### src/rtl/sd_spi_ctrl.sv
// sd_spi_ctrl: CPU I/O front end for the SD card SPI byte engine.
// Single-byte transfers plus hardware burst reads (0xFF out) into an rx FIFO.
module sd_spi_ctrl #(
    parameter logic [11:0] BASE    = 12'h0B8,
    parameter int unsigned FIFO_AW = 4
) (
    input  logic        iClk,
    input  logic        iRst,
    input  logic [19:0] iAddr,
    input  logic [7:0]  iData,
    input  logic        iIoRd,
    input  logic        iIoWr,
    output logic        oSel,
    output logic [7:0]  oData,
    output logic        oSpiSend,
    output logic [7:0]  oSpiData,
    input  logic [7:0]  iSpiData,
    input  logic        iSpiAvail,
    output logic        oSdCs,
    output logic        oBusy
);

    localparam int unsigned DEPTH = 1 << FIFO_AW;
    localparam int unsigned PW    = FIFO_AW + 1;

    typedef enum logic [1:0] {IDLE, SEND, WAIT} state_t;

    state_t          state, next_state;
    logic            burst, stall, abort_pend, ovr, cs;
    logic [15:0]     count;
    logic [7:0]      mem [DEPTH];
    logic [PW-1:0]   wr_ptr, rd_ptr, occ, occ_after;
    logic            empty, full, full_after, push_req, push, pop;
    logic            start_single, start_burst, dec, abort_now, ovr_set;
    logic [4:0]      hit;
    logic            wr0, wr1, wr3, wr4, rd0, rd2, rd_any;
    logic [7:0]      status;
    logic            unused_addr;

    assign unused_addr = ^iAddr[19:12];

    // Register decode within the 5-byte window
    always_comb begin
        for (int k = 0; k < 5; k++) begin
            hit[k] = (iAddr[11:0] == BASE + 12'(k));
        end
    end

    assign wr0    = iIoWr & hit[0];
    assign wr1    = iIoWr & hit[1];
    assign wr3    = iIoWr & hit[3];
    assign wr4    = iIoWr & hit[4];
    assign rd0    = iIoRd & hit[0];
    assign rd2    = iIoRd & hit[2];
    assign rd_any = iIoRd & (|hit);

    // FIFO occupancy and push/pop qualification
    assign occ        = wr_ptr - rd_ptr;
    assign empty      = (occ == '0);
    assign full       = (occ == PW'(DEPTH));
    assign pop        = rd0 & ~empty;
    assign push_req   = (state == WAIT) & ~stall & iSpiAvail;
    assign push       = push_req & (~full | pop);
    assign occ_after  = occ + PW'(push) - PW'(pop);
    assign full_after = (occ_after == PW'(DEPTH));
    assign abort_now  = abort_pend | (wr1 & iData[7]);
    assign status     = {4'b0000, ovr, full, ~empty, (state != IDLE)};
    assign ovr_set    = ((wr0 | wr4) & (state != IDLE)) | (push_req & ~push);

    // State register
    always_ff @(posedge iClk) begin
        if (iRst) state <= IDLE;
        else      state <= next_state;
    end

    // Next-state and transfer control
    always_comb begin
        next_state   = state;
        start_single = 1'b0;
        start_burst  = 1'b0;
        dec          = 1'b0;
        case (state)
            IDLE: begin
                if (wr0) begin
                    next_state   = SEND;
                    start_single = 1'b1;
                end else if (wr4 && ({iData, count[7:0]} != 16'h0000)) begin
                    next_state  = SEND;
                    start_burst = 1'b1;
                end
            end
            SEND: next_state = WAIT;
            WAIT: begin
                if (stall) begin
                    if (abort_now)       next_state = IDLE;
                    else if (!full_after) next_state = SEND;
                end else if (iSpiAvail) begin
                    if (!burst) begin
                        next_state = IDLE;
                    end else begin
                        dec = 1'b1;
                        if (count == 16'd1 || abort_now) next_state = IDLE;
                        else if (!full_after)            next_state = SEND;
                    end
                end
            end
            default: next_state = IDLE;
        endcase
    end

    // FIFO storage (no reset needed: pointers define validity)
    always_ff @(posedge iClk) begin
        if (push) mem[wr_ptr[FIFO_AW-1:0]] <= iSpiData;
    end

    // FIFO pointers
    always_ff @(posedge iClk) begin
        if (iRst) begin
            wr_ptr <= '0;
            rd_ptr <= '0;
        end else begin
            if (push) wr_ptr <= wr_ptr + PW'(1);
            if (pop)  rd_ptr <= rd_ptr + PW'(1);
        end
    end

    // Control/status registers and SPI-side outputs
    always_ff @(posedge iClk) begin
        if (iRst) begin
            cs         <= 1'b1;
            ovr        <= 1'b0;
            burst      <= 1'b0;
            stall      <= 1'b0;
            abort_pend <= 1'b0;
            count      <= 16'h0000;
            oSpiData   <= 8'hFF;
            oSpiSend   <= 1'b0;
            oBusy      <= 1'b0;
        end else begin
            if (wr1) cs <= iData[0];
            if (ovr_set)  ovr <= 1'b1;
            else if (rd2) ovr <= 1'b0;
            if (start_single) begin
                burst    <= 1'b0;
                oSpiData <= iData;
            end else if (start_burst) begin
                burst    <= 1'b1;
                oSpiData <= 8'hFF;
            end
            if (state == IDLE && wr3) count[7:0]  <= iData;
            if (state == IDLE && wr4) count[15:8] <= iData;
            if (dec) count <= count - 16'd1;
            stall <= (next_state == WAIT) & (stall | push_req);
            if (next_state == IDLE)                 abort_pend <= 1'b0;
            else if (wr1 && iData[7] && state != IDLE) abort_pend <= 1'b1;
            oSpiSend <= (next_state == SEND);
            oBusy    <= (next_state != IDLE);
        end
    end

    // CPU read path
    always_ff @(posedge iClk) begin
        if (iRst) begin
            oSel  <= 1'b0;
            oData <= 8'hFF;
        end else begin
            oSel <= rd_any;
            if (rd0)         oData <= empty ? 8'hFF : mem[rd_ptr[FIFO_AW-1:0]];
            else if (rd2)    oData <= status;
            else if (rd_any) oData <= 8'hFF;
        end
    end

    assign oSdCs = cs;

endmodule
### config.mk
export PLATFORM = sky130hd
export DESIGN_NAME = sd_spi_ctrl
export DESIGN_NICKNAME = d
export VERILOG_FILES = /design/src/rtl/sd_spi_ctrl.sv
export SDC_FILE = /design/constraint.sdc
export NUM_CORES = 1
export LEC_CHECK = 0
export BUFFER_PORTS_ARGS = -buffer_cell sky130_fd_sc_hd__clkbuf_2
export CAP_MARGIN = 20
export CORE_MARGIN = 4
export CORE_UTILIZATION = 60
export CTS_CLUSTER_SIZE = 14
export DETAILED_ROUTE_END_ITERATION = 12
export GPL_TIMING_DRIVEN = 0
export PLACE_DENSITY = 0.8
export SYNTH_ARGS = -nofsm -noshare
export SYNTH_HDL_FRONTEND = slang
export SYNTH_SLANG_ARGS = --single-unit
export TNS_END_PERCENT = 20
### constraint.sdc
create_clock -name iClk -period 5.6 [get_ports iClk]
set_input_delay 0.84 -clock iClk [delete_from_list [all_inputs] [get_ports iClk]]
set_output_delay 0.84 -clock iClk [all_outputs]
set_load 0.02 [all_outputs]
==> qor.csv, run 1 <==
stage,metric,value,unit
run_status,status,completed,
clocking,h-tree-depth,4,
floorplan,die_y,122,um
run,cap_violations,0,
routing,wl_met1,6780,um
placed_design,place_congestion,0.880,
routing,route.vias.total,4967,
power_and_ir_drop,ir_drop,0.000347,V
worst_setup_path,endpoint_kind,register,
power_and_ir_drop,pwr-share-clk,43.5,%
timing,setup_viol,0,
power_and_ir_drop,swShare,22.3,%
floorplan,die_x,122,um
synth,ys_types,59,
worst_setup_path,worstPathRequired,5.91,ns
floorplan,coreArea,12700,um^2
floorplan,ios,61,
worst_setup_path,crit_arrival,5.36,ns
synth,synthFlopType,edfxtp_1,
synth,synth_top_area_share,49.1,%
power_and_ir_drop,comb_power_share,1.7,%
clocking,cts_tree,built,
clocking,cts-root-buf,clkbuf_16,
synth,synth.yosys.seq_area_share,63.4,%
routing,wl_met3,1190,um
timing,timing.fmax,198,MHz
power_and_ir_drop,p_per_area,297,nW/um^2
hold_path,hp-class,reg2reg,
power_and_ir_drop,power_frac_seq,54.8,%
clocking,cts_buffers,17,
final_layout,area_delta_synth_final,13.8,%
placed_design,io_buffers,51,
clocking,cts_sinks,184,
timing,max-slew-margin-rel,46.1,%
routing,wire_per_inst,21.2,um
global_route,grt_util_all_layers,24.3,%
synth,synth_most_common_cell,edfxtp_1,
clocking,clock_path_buffers,2,
worst_setup_path,critPathKind,reg2reg,
synth,yosysWarnings,0,
global_route,antenna_found_initial,0,
timing,post-route-min-period,5.04,ns
synth,syn_area_per_cell,14.4,um^2
worst_setup_path,crit_path_start_kind,register,
clocking,clk_latency,0.43,ns
placed_design,dpl_cell_area,8330,um^2
routing,firstDrtPassIters,6,
worst_setup_path,reg2reg_slack,0.56,ns
timing,fin_setup_tns,0,ns
timing,hold_viol,0,
global_route,grt_max_degree,20,
final_layout,final_area,8910,um^2
synth,synth_common_cells,"128 x edfxtp_1, 56 x dfxtp_1, 46 x nor2_1, 40 x mux4_2, 34 x nand2_1",
timing,slew_violations,0,
final_layout,nets,678,
final_layout,drive_above_1_share,23.6,%
routing,wirelength,17100,um
floorplan,start_util,61.6,%
global_route,grt_first_pass_wirelength,26700,um
synth,yosys-top-cells-area,"edfxtp_1 49%, dfxtp_1 14%, mux4_2 12%",
final_layout,fill_cells,871,
final_layout,seq_area,4960,um^2
global_route,grt-ovfl-total,0,
final_layout,diodes,0,
power_and_ir_drop,p_int,2.06,mW
synth,synth_area_leader_cell,edfxtp_1,
synth,synth_edf_count,128,
timing,fin_crit_sh,90.0,%
synth,synth-seq-cells,184,
floorplan,die_area,14900,um^2
routing,dr_wl_met2,8740,um
routing,highest_layer,met4,
final_layout,multiInputGateArea,2720,um^2
synth,synthesis.area,7830,um^2
routing,viasPerCell,6.18,
timing,rsz0062_at_grt,false,
placed_design,dp_hpwl,12000,um
synth,syn-num-nets,604,
clocking,clk_pin_slew_worst_paths,0.07,ns
clocking,hold_buffers,0,
worst_setup_path,critPathMaxFanout,9,
floorplan,num_rows,41,
routing,drc_errors,0,
synth,synth_cells,545,
global_route,grt_pass1_vias,4872,
timing,tightest_slew,0.806,ns
routing,drt_iter0_drc,624,
timing,skew,0.00787,ns
synth,synthArstFlopShare,0,%
power_and_ir_drop,p_switching,0.591,mW
power_and_ir_drop,p_leak,2.98,nW
routing,drtAntennaViolNets,0,
==> state kept, by name, summed over array words and instances, names as in the netlist, named ones only <==
signal,count
oSel,1
oSdCs,1
count,16
ovr,1
stall,1
oBusy,1
abort_pend,1
state,2
mem,128
oSpiData,8
burst,1
rd_ptr,5
oData,8
oSpiSend,1
wr_ptr,5
==> area by class of cell <==
type                            count  area share, %
Clock buffer                       17           4.77
Multi-Input combinational cell    323           30.5
Timing Repair Buffer               55           3.20
Inverter                           16          0.674
Sequential cell                   184           55.7
Clock inverter                     15           1.67
Buffer                             22           1.02
Tap cell                          172           2.41
==> kinds of logic after synthesis <==
group	after synthesis	synth area share [%]
and+or+nand+nor	167	11.2
adders and majority gates	18	3.07
AOI/OAI and AO/OA	80	6.55
muxes	44	12.0
DFF	184	63.4
buffers and inverters	38	1.93
xor gates and xnor gates	14	1.84
==> worst max-delay path, stage by stage (launching register included) <==
cell and delay (ns):
dfxtp_1 0.35, inv_1 0.07, ha_1 0.33, and3b_1 0.21, or3_1 0.33, and2_1 0.22
inv_1 0.10, ha_1 0.14, and3_1 0.26, nand2_1 0.12, nand2b_1 0.09, clkbuf_1 0.29
nand2_1 0.11, nand2_1 0.08, ha_1 0.16, inv_1 0.06, fa_1 0.39, xnor2_1 0.22
nor4bb_1 0.08, mux2i_1 0.29, nor4b_1 0.10, mux2_2 0.27, o32a_1 0.37, or2_2 0.29
==> routing by layer <==
metal	up-vias	track usage (%)
met3	27	5.90
met5	-	0
li1	2262	-
met2	235	40.9
met4	0	7.42
met1	2443	31.8
==> power groups by stage <==
stage	logic [mW]	registers, mW	clock network [mW]
2_1_floorplan	0.00963	1.48	0
3_3_place_gp	0.0420	1.48	0
3_5_place_dp	0.0444	1.48	0
4_1_cts	0.0448	1.45	1.17
5_1_grt	0.0491	1.45	1.23
6_report	0.0453	1.45	1.15
==> cell usage in the layout, fill, tap and decap left out, types with 5 or more instances in the layout <==
cell type  synthesis  final
nand4_1            7      7
o21ai_0            9      9
dfxtp_1           56     56
ha_1              16     16
clkbuf_2           0     51
clkbuf_1          15     15
nand2_1           34     34
a21oi_1           31     31
edfxtp_1         128    128
or2_2              5      5
inv_1             16     16
clkbuf_16          0     17
buf_4              1      5
nor2b_1            6      6
nor2_1            46     46
mux4_2            40     40
o22ai_1           12     12
nor3_1            11     11
nand3_1           15     15
and3_1             7      7
xnor2_1            8      8
inv_8              0      6
==> metrics by stage <==
step	hold slack, ns	util, %	cells	power, mW	setup WS, ns
detailed placement	0.460	65.5	772	1.53	0.376
CTS	0.473	70.0	804	2.66	0.396
finish	0.476	70.1	804	2.65	0.558
global route	0.500	70.1	804	2.72	0.0945
global placement	0.448	65.3	768	1.52	0.545
floorplan	0.438	-	545	1.49	1.08
==> path summary, 6_finish.rpt <==
check,cells past startpoint,to,startpoint
worst max-delay path,23,oBusy$_SDFF_PP0_,rd_ptr[2]$_SDFFE_PP0N_
worst min-delay path,2,oSpiData[6]$_SDFFE_PP1P_,oSpiData[6]$_SDFFE_PP1P_
worst max register to register,23,oBusy$_SDFF_PP0_,rd_ptr[2]$_SDFFE_PP0N_
worst min register to register,2,oSpiData[6]$_SDFFE_PP1P_,oSpiData[6]$_SDFFE_PP1P_
==> timing repair <==
action / in CTS / in global routing
resized for setup: 0 / 1
setup endpoints to repair: 0 / 1
setup buffers: 0 / 0
No activity file was read; power rests on OpenSTA's default activity.
==> run 2, diff against run 1 <==
--- a/config.mk
+++ b/config.mk
@@ -7,12 +7,12 @@
 export LEC_CHECK = 0
 export BUFFER_PORTS_ARGS = -buffer_cell sky130_fd_sc_hd__clkbuf_2
 export CAP_MARGIN = 20
-export CORE_MARGIN = 4
-export CORE_UTILIZATION = 60
+export CORE_MARGIN = 1.5
+export CORE_UTILIZATION = 61
 export CTS_CLUSTER_SIZE = 14
 export DETAILED_ROUTE_END_ITERATION = 12
 export GPL_TIMING_DRIVEN = 0
-export PLACE_DENSITY = 0.8
+export PLACE_DENSITY = 0.81
 export SYNTH_ARGS = -nofsm -noshare
 export SYNTH_HDL_FRONTEND = slang
 export SYNTH_SLANG_ARGS = --single-unit
==> constraint.sdc (replaced) <==
create_clock -name iClk -period 6.1 [get_ports iClk]
set_input_delay 0.915 -clock iClk [delete_from_list [all_inputs] [get_ports iClk]]
set_output_delay 0.915 -clock iClk [all_outputs]
set_load 0.02 [all_outputs]
==> run 2 against run 1 <==
  * Clock power fell by 5%
  * Global-route usage rose by 2.6 points
  * Via count fell by 0.52%
  * Critical path depth fell by 1
  * Sequential power fell by 8%
  * Clock skew rose by 0.0018 ns
  * Cell area rose by 0.13%
  * Fmax fell by 1.1%
  * Register-to-register slack improved by 0.45 ns
  * Die area fell by 9.5%
  * Wire length fell by 1.4%
  * Sequential cell count did not move
==> qor.csv, run 2 (synthesis results as in run 1) <==
stage,metric,value,unit
placed_design,dpl_cell_area,8320,um^2
clocking,h-tree-depth,4,
placed_design,post-place-ws,0.836,ns
hold_path,hold_end,oSpiData[5]$_SDFFE_PP1P_,
final_layout,nets,678,
power_and_ir_drop,ir_drop,0.000206,V
floorplan,die_area,13500,um^2
clocking,cts-root-buf,clkbuf_16,
worst_setup_path,crit_arrival,5.41,ns
worst_setup_path,crit_path_start_kind,register,
global_route,grt_pass1_vias,4870,
floorplan,num_rows,41,
routing,drtAntennaViolNets,0,
clocking,clk_pin_slew_worst_paths,0.07,ns
timing,timing.fmax,196,MHz
floorplan,start_util,62.3,%
timing,hold_viol,0,
worst_setup_path,endpoint_kind,register,
routing,drt_iter0_drc,661,
final_layout,drive_above_1_share,23.3,%
timing,skew,0.00967,ns
run_status,status,completed,
power_and_ir_drop,p_per_area,276,nW/um^2
clocking,hold_buffers,0,
clocking,clock_path_buffers,2,
final_layout,utilization,71.0,%
worst_setup_path,critPathKind,reg2reg,
clocking,cts_buffers,17,
routing,drc_errors,0,
worst_setup_path,r2r_end,oBusy$_SDFF_PP0_,
timing,holdWs,0.469,ns
global_route,grt_max_degree,18,
global_route,grt_first_pass_wirelength,26000,um
clocking,cts_setup_buffers,0,
clocking,cts_tree,built,
hold_path,hp-class,reg2reg,
worst_setup_path,r2r_start,rd_ptr[2]$_SDFFE_PP0N_,
timing,slew_violations,0,
floorplan,die_x,116,um
timing,fin_setup_tns,0,ns
routing,firstDrtPassIters,5,
run,cap_violations,0,
final_layout,fill_cells,782,
final_layout,area_delta_synth_final,13.9,%
routing,wirelength,16800,um
worst_setup_path,rr_worst_depth,22,
placed_design,place_congestion,0.878,
timing,post-route-min-period,5.10,ns
final_layout,final_area,8920,um^2
hold_path,worst_hold_startpoint,oSpiData[5]$_SDFFE_PP1P_,
routing,viasPerCell,6.15,
timing,setup_viol,0,
final_layout,diodes,0,
timing,tightest_slew,0.902,ns
timing,rsz0062_at_grt,false,
clocking,clk_latency,0.43,ns
routing,route.vias.total,4941,
clocking,ctsResizeCount,0,
timing,fin_crit_sh,83.6,%
final_layout,largest_register_ffs,128,
final_layout,final_cell_mix,"128 x edfxtp_1, 56 x dfxtp_1, 52 x clkbuf_2",
clocking,cts_sinks,184,
hold_path,holdPathStages,2,
worst_setup_path,reg2reg_slack,1.00,ns
floorplan,die_y,116,um
timing,setup_slack,1.00,ns
placed_design,dp_hpwl,11600,um
routing,wire_per_inst,20.9,um
global_route,antenna_found_initial,1,
final_layout,layout_commonest_cell,edfxtp_1,
power_and_ir_drop,p_leak,3.00,nW
floorplan,ios,61,
floorplan,coreArea,12600,um^2
timing,max-slew-margin-rel,39.7,%
placed_design,io_buffers,51,
worst_setup_path,worstPathRequired,6.42,ns
worst_setup_path,critPathMaxFanout,4,
global_route,grt_util_all_layers,26.9,%
global_route,grt-ovfl-total,0,
## run 2: changes by cell type in the layout (fill, tap and decap cells not counted), moves of 2 or more
cell / previous run / this run
inv_8: 6 / 1
bufinv_16: 0 / 2
clkinv_2: 0 / 2
clkinvlp_4: 4 / 2
## run 2: stage by stage
| stage | std cells | total power [mW] |
|---|---|---|
| 6_report | 804 | 2.46 |
| 5_1_grt | 804 | 2.52 |
| 4_1_cts | 803 | 2.47 |
| 3_5_place_dp | 771 | 1.40 |
| 3_3_place_gp | 768 | 1.40 |
| 2_1_floorplan | 545 | 1.37 |
## run 2: final cells by class
cell class | count | area (um^2) | area share [%]
repair buffers | 55 | 283 | 3.17
inverters | 16 | 60.1 | 0.673
flip-flops and latches | 184 | 4960 | 55.6
well taps | 172 | 215 | 2.41
clock inverters | 15 | 169 | 1.89
clock buffers | 17 | 425 | 4.77
multi-input cells | 323 | 2720 | 30.4
plain buffers | 22 | 91.3 | 1.02
## run 2: how the worst max path moves through the flow
stage | startpoint | to | depth (start not counted)
after floorplan | iAddr[6] | oBusy$_SDFF_PP0_ | 16
after global placement | iAddr[6] | oBusy$_SDFF_PP0_ | 17
after detailed placement | iAddr[6] | oBusy$_SDFF_PP0_ | 17
after CTS | rd_ptr[2]$_SDFFE_PP0N_ | oBusy$_SDFF_PP0_ | 22
after global routing | rd_ptr[2]$_SDFFE_PP0N_ | oBusy$_SDFF_PP0_ | 22
final | rd_ptr[2]$_SDFFE_PP0N_ | oBusy$_SDFF_PP0_ | 22
## run 2: worst max-delay path, stage by stage, from the launching register on
cell and delay [ns]:
dfxtp_1 0.35, inv_1 0.07, ha_1 0.33, and3b_1 0.21, o21ai_0 0.13, and2_1 0.23, inv_1 0.09, ha_1 0.18
and3_1 0.23, nand2_1 0.12, nor4b_1 0.53, inv_1 0.14, nand2_1 0.09, ha_1 0.15, inv_1 0.05, fa_1 0.40
xnor2_1 0.26, nor4bb_1 0.09, mux2i_1 0.30, nor4b_1 0.10, mux2_2 0.28, o32a_1 0.38, or2_2 0.28
## run 2: routing by layer
metal | track usage [%] | wire length [um] | part of all wire [%] | vias to the layer above
li1 | - | - | - | 2262
met1 | 32.7 | 6470 | 38 | 2382
met2 | 46.0 | 8510 | 51 | 253
met3 | 5.76 | 1270 | 7.6 | 42
met4 | 13.3 | 553 | 3.3 | 2
met5 | 0 | 13 | 0.077 | -
## run 2: report_power, final
| group | switching, mW | total (mW) | internal, mW | leakage, nW |
|---|---|---|---|---|
| logic | 0.0297 | 0.0400 | 0.0103 | 1.11 |
| clock network | 0.479 | 1.09 | 0.612 | 0.287 |
| registers | 0.0000297 | 1.33 | 1.33 | 1.60 |
| total | 0.509 | 2.46 | 1.95 | 3.00 |
==> run 3, diff against run 2 <==
--- a/config.mk
+++ b/config.mk
@@ -8,11 +8,11 @@
 export BUFFER_PORTS_ARGS = -buffer_cell sky130_fd_sc_hd__clkbuf_2
 export CAP_MARGIN = 20
 export CORE_MARGIN = 1.5
-export CORE_UTILIZATION = 61
+export CORE_UTILIZATION = 60
 export CTS_CLUSTER_SIZE = 14
 export DETAILED_ROUTE_END_ITERATION = 12
 export GPL_TIMING_DRIVEN = 0
-export PLACE_DENSITY = 0.81
+export PLACE_DENSITY = 0.8
 export SYNTH_ARGS = -nofsm -noshare
 export SYNTH_HDL_FRONTEND = slang
 export SYNTH_SLANG_ARGS = --single-unit
==> constraint.sdc (replaced) <==
create_clock -name iClk -period 5.15 [get_ports iClk]
set_input_delay 0.7725 -clock iClk [delete_from_list [all_inputs] [get_ports iClk]]
set_output_delay 0.7725 -clock iClk [all_outputs]
set_load 0.02 [all_outputs]
==> run 3 against run 2 <==
  * Critical path depth unchanged
  * Via count down 0.14%
  * Wire length up 0.69%
  * First-iteration DRC count fell by 3.8%
  * Sequential cell count did not move
  * Register-to-register slack got worse by 0.64 ns
  * Fmax increased by 6.4%
  * Global-route usage down 0.18 points
  * Largest cell class unchanged
  * Worst hold slack gained 0.0024 ns
  * Combinational power increased by 23%
==> qor.csv, run 3 (synthesis results as in run 1) <==
stage,metric,value,unit
worst_setup_path,critPathKind,reg2reg,
final_layout,largest_register_ffs,128,
timing,timing.fmax,209,MHz
placed_design,post-place-ws,-0.00632,ns
global_route,antenna_found_initial,0,
clocking,cts-root-buf,clkbuf_16,
global_route,grt-ovfl-total,0,
final_layout,nets,678,
routing,wire_per_inst,21.1,um
global_route,grt_first_pass_wirelength,26000,um
final_layout,multiInputGateArea,2740,um^2
floorplan,die_y,117,um
worst_setup_path,critPathMaxFanout,9,
floorplan,ios,61,
timing,fin_crit_sh,93.0,%
global_route,grt_util_all_layers,26.7,%
worst_setup_path,crit_arrival,5.12,ns
timing,setup_viol,0,
worst_setup_path,rr_worst_depth,22,
clocking,h-tree-depth,4,
timing,tightest_slew,0.789,ns
hold_path,worst_hold_startpoint,count[12]$_SDFFE_PP0P_,
routing,firstDrtPassIters,5,
worst_setup_path,endpoint_kind,register,
final_layout,drive_above_1_share,23.6,%
worst_setup_path,r2r_end,oBusy$_SDFF_PP0_,
routing,drc_errors,0,
floorplan,num_rows,41,
power_and_ir_drop,p_leak,3.01,nW
power_and_ir_drop,ir_drop,0.000572,V
clocking,clock_path_buffers,2,
floorplan,start_util,61.8,%
clocking,clk_pin_slew_worst_paths,0.07,ns
timing,hold_viol,0,
placed_design,io_buffers,51,
final_layout,diodes,0,
worst_setup_path,startpoint,rd_ptr[2]$_SDFFE_PP0N_,
run_status,status,completed,
routing,viasPerCell,6.14,
run,cap_violations,0,
timing,holdWs,0.471,ns
floorplan,coreArea,12700,um^2
timing,rsz0062_at_grt,false,
worst_setup_path,reg2reg_slack,0.36,ns
clocking,cts_sinks,184,
clocking,cts_tree,built,
floorplan,die_x,117,um
power_and_ir_drop,p_per_area,323,nW/um^2
timing,slew_violations,0,
hold_path,hp-class,reg2reg,
clocking,clk_latency,0.44,ns
worst_setup_path,worstPathRequired,5.47,ns
final_layout,fill_cells,822,
final_layout,area_delta_synth_final,13.9,%
placed_design,place_congestion,0.908,
final_layout,final_cell_mix,"128 x edfxtp_1, 56 x dfxtp_1, 51 x clkbuf_2",
global_route,grt_pass1_vias,4910,
final_layout,layout_commonest_cell,edfxtp_1,
routing,wirelength,16900,um
timing,skew,0.0120,ns
routing,drtAntennaViolNets,0,
global_route,grt_max_degree,18,
timing,max-slew-margin-rel,47.0,%
final_layout,seq_area,4960,um^2
worst_setup_path,r2r_start,rd_ptr[2]$_SDFFE_PP0N_,
routing,route.vias.total,4934,
clocking,cts_buffers,17,
worst_setup_path,crit_path_start_kind,register,
timing,post-route-min-period,4.79,ns
placed_design,dp_hpwl,11900,um
worst_setup_path,crit_end,oBusy$_SDFF_PP0_,
timing,setup_slack,0.359,ns
floorplan,die_area,13700,um^2
routing,drt_iter0_drc,636,
## run 3: timing repair
| action | in CTS | in global routing |
|---|---|---|
| hold buffers | 0 | 0 |
| setup endpoints to repair | 1 | 3 |
| resized for setup | 1 | 4 |
| gates cloned | 0 | 0 |
| hold endpoints to repair | 0 | 0 |
| buffers inserted | 0 | 1 |
## run 3: how the worst min path moves through the flow
stage | endpoint | slack [ns] | cells after the start
floorplan | count[12]$_SDFFE_PP0P_ | 0.44 | 2
global placement | count[12]$_SDFFE_PP0P_ | 0.45 | 2
detailed placement | count[12]$_SDFFE_PP0P_ | 0.46 | 2
CTS | count[12]$_SDFFE_PP0P_ | 0.47 | 2
global route | oSpiData[7]$_SDFFE_PP1P_ | 0.50 | 2
finish | count[12]$_SDFFE_PP0P_ | 0.47 | 2
## run 3: final cells by class
cell class / instances / share of cell area [%]
Inverter: 16 / 0.673
Tap cell: 172 / 2.41
Clock buffer: 18 / 4.81
Timing Repair Buffer: 56 / 3.25
Multi-Input combinational cell: 323 / 30.7
Clock inverter: 14 / 1.50
Buffer: 21 / 0.982
Sequential cell: 184 / 55.7
## run 3: report_power, final
part	switching [mW]	total (mW)	internal (mW)
clock	0.572	1.25	0.679
sequential	0.0000360	1.58	1.58
combinational	0.0369	0.0491	0.0122
## run 3: stage by stage
step | cell area, um^2 | cells | util (%) | setup TNS (ns) | total power [mW]
after floorplan | 7830 | 545 | - | 0 | 1.62
after global placement | 8300 | 768 | 65.5 | 0 | 1.66
after detailed placement | 8330 | 772 | 65.7 | -0.00632 | 1.66
after CTS | 8900 | 804 | 70.2 | 0 | 2.89
after global routing | 8920 | 804 | 70.4 | 0 | 2.96
final | 8920 | 804 | 70.4 | 0 | 2.88
## run 3: worst max-delay path: stages (launching register included)
cell and delay (ns):
dfxtp_1 0.35, inv_1 0.08, ha_1 0.33, and3b_1 0.21, or3_1 0.35, and2_4 0.19
inv_1 0.07, ha_1 0.14, and3_1 0.26, nand2_1 0.16, nand2b_4 0.16, nand2_1 0.07
nand2_1 0.08, ha_1 0.16, inv_1 0.06, fa_1 0.39, xnor2_1 0.22, nor4bb_1 0.09
mux2i_1 0.29, nor3b_1 0.10, mux2_2 0.27, o32a_1 0.38, or2_2 0.29
## run 3: routing by layer
metal,GRT usage [%],part of all wire [%]
met1,33.5,40
met2,44.9,50
met3,5.87,6.3
met4,12.4,3.3
met5,0,0
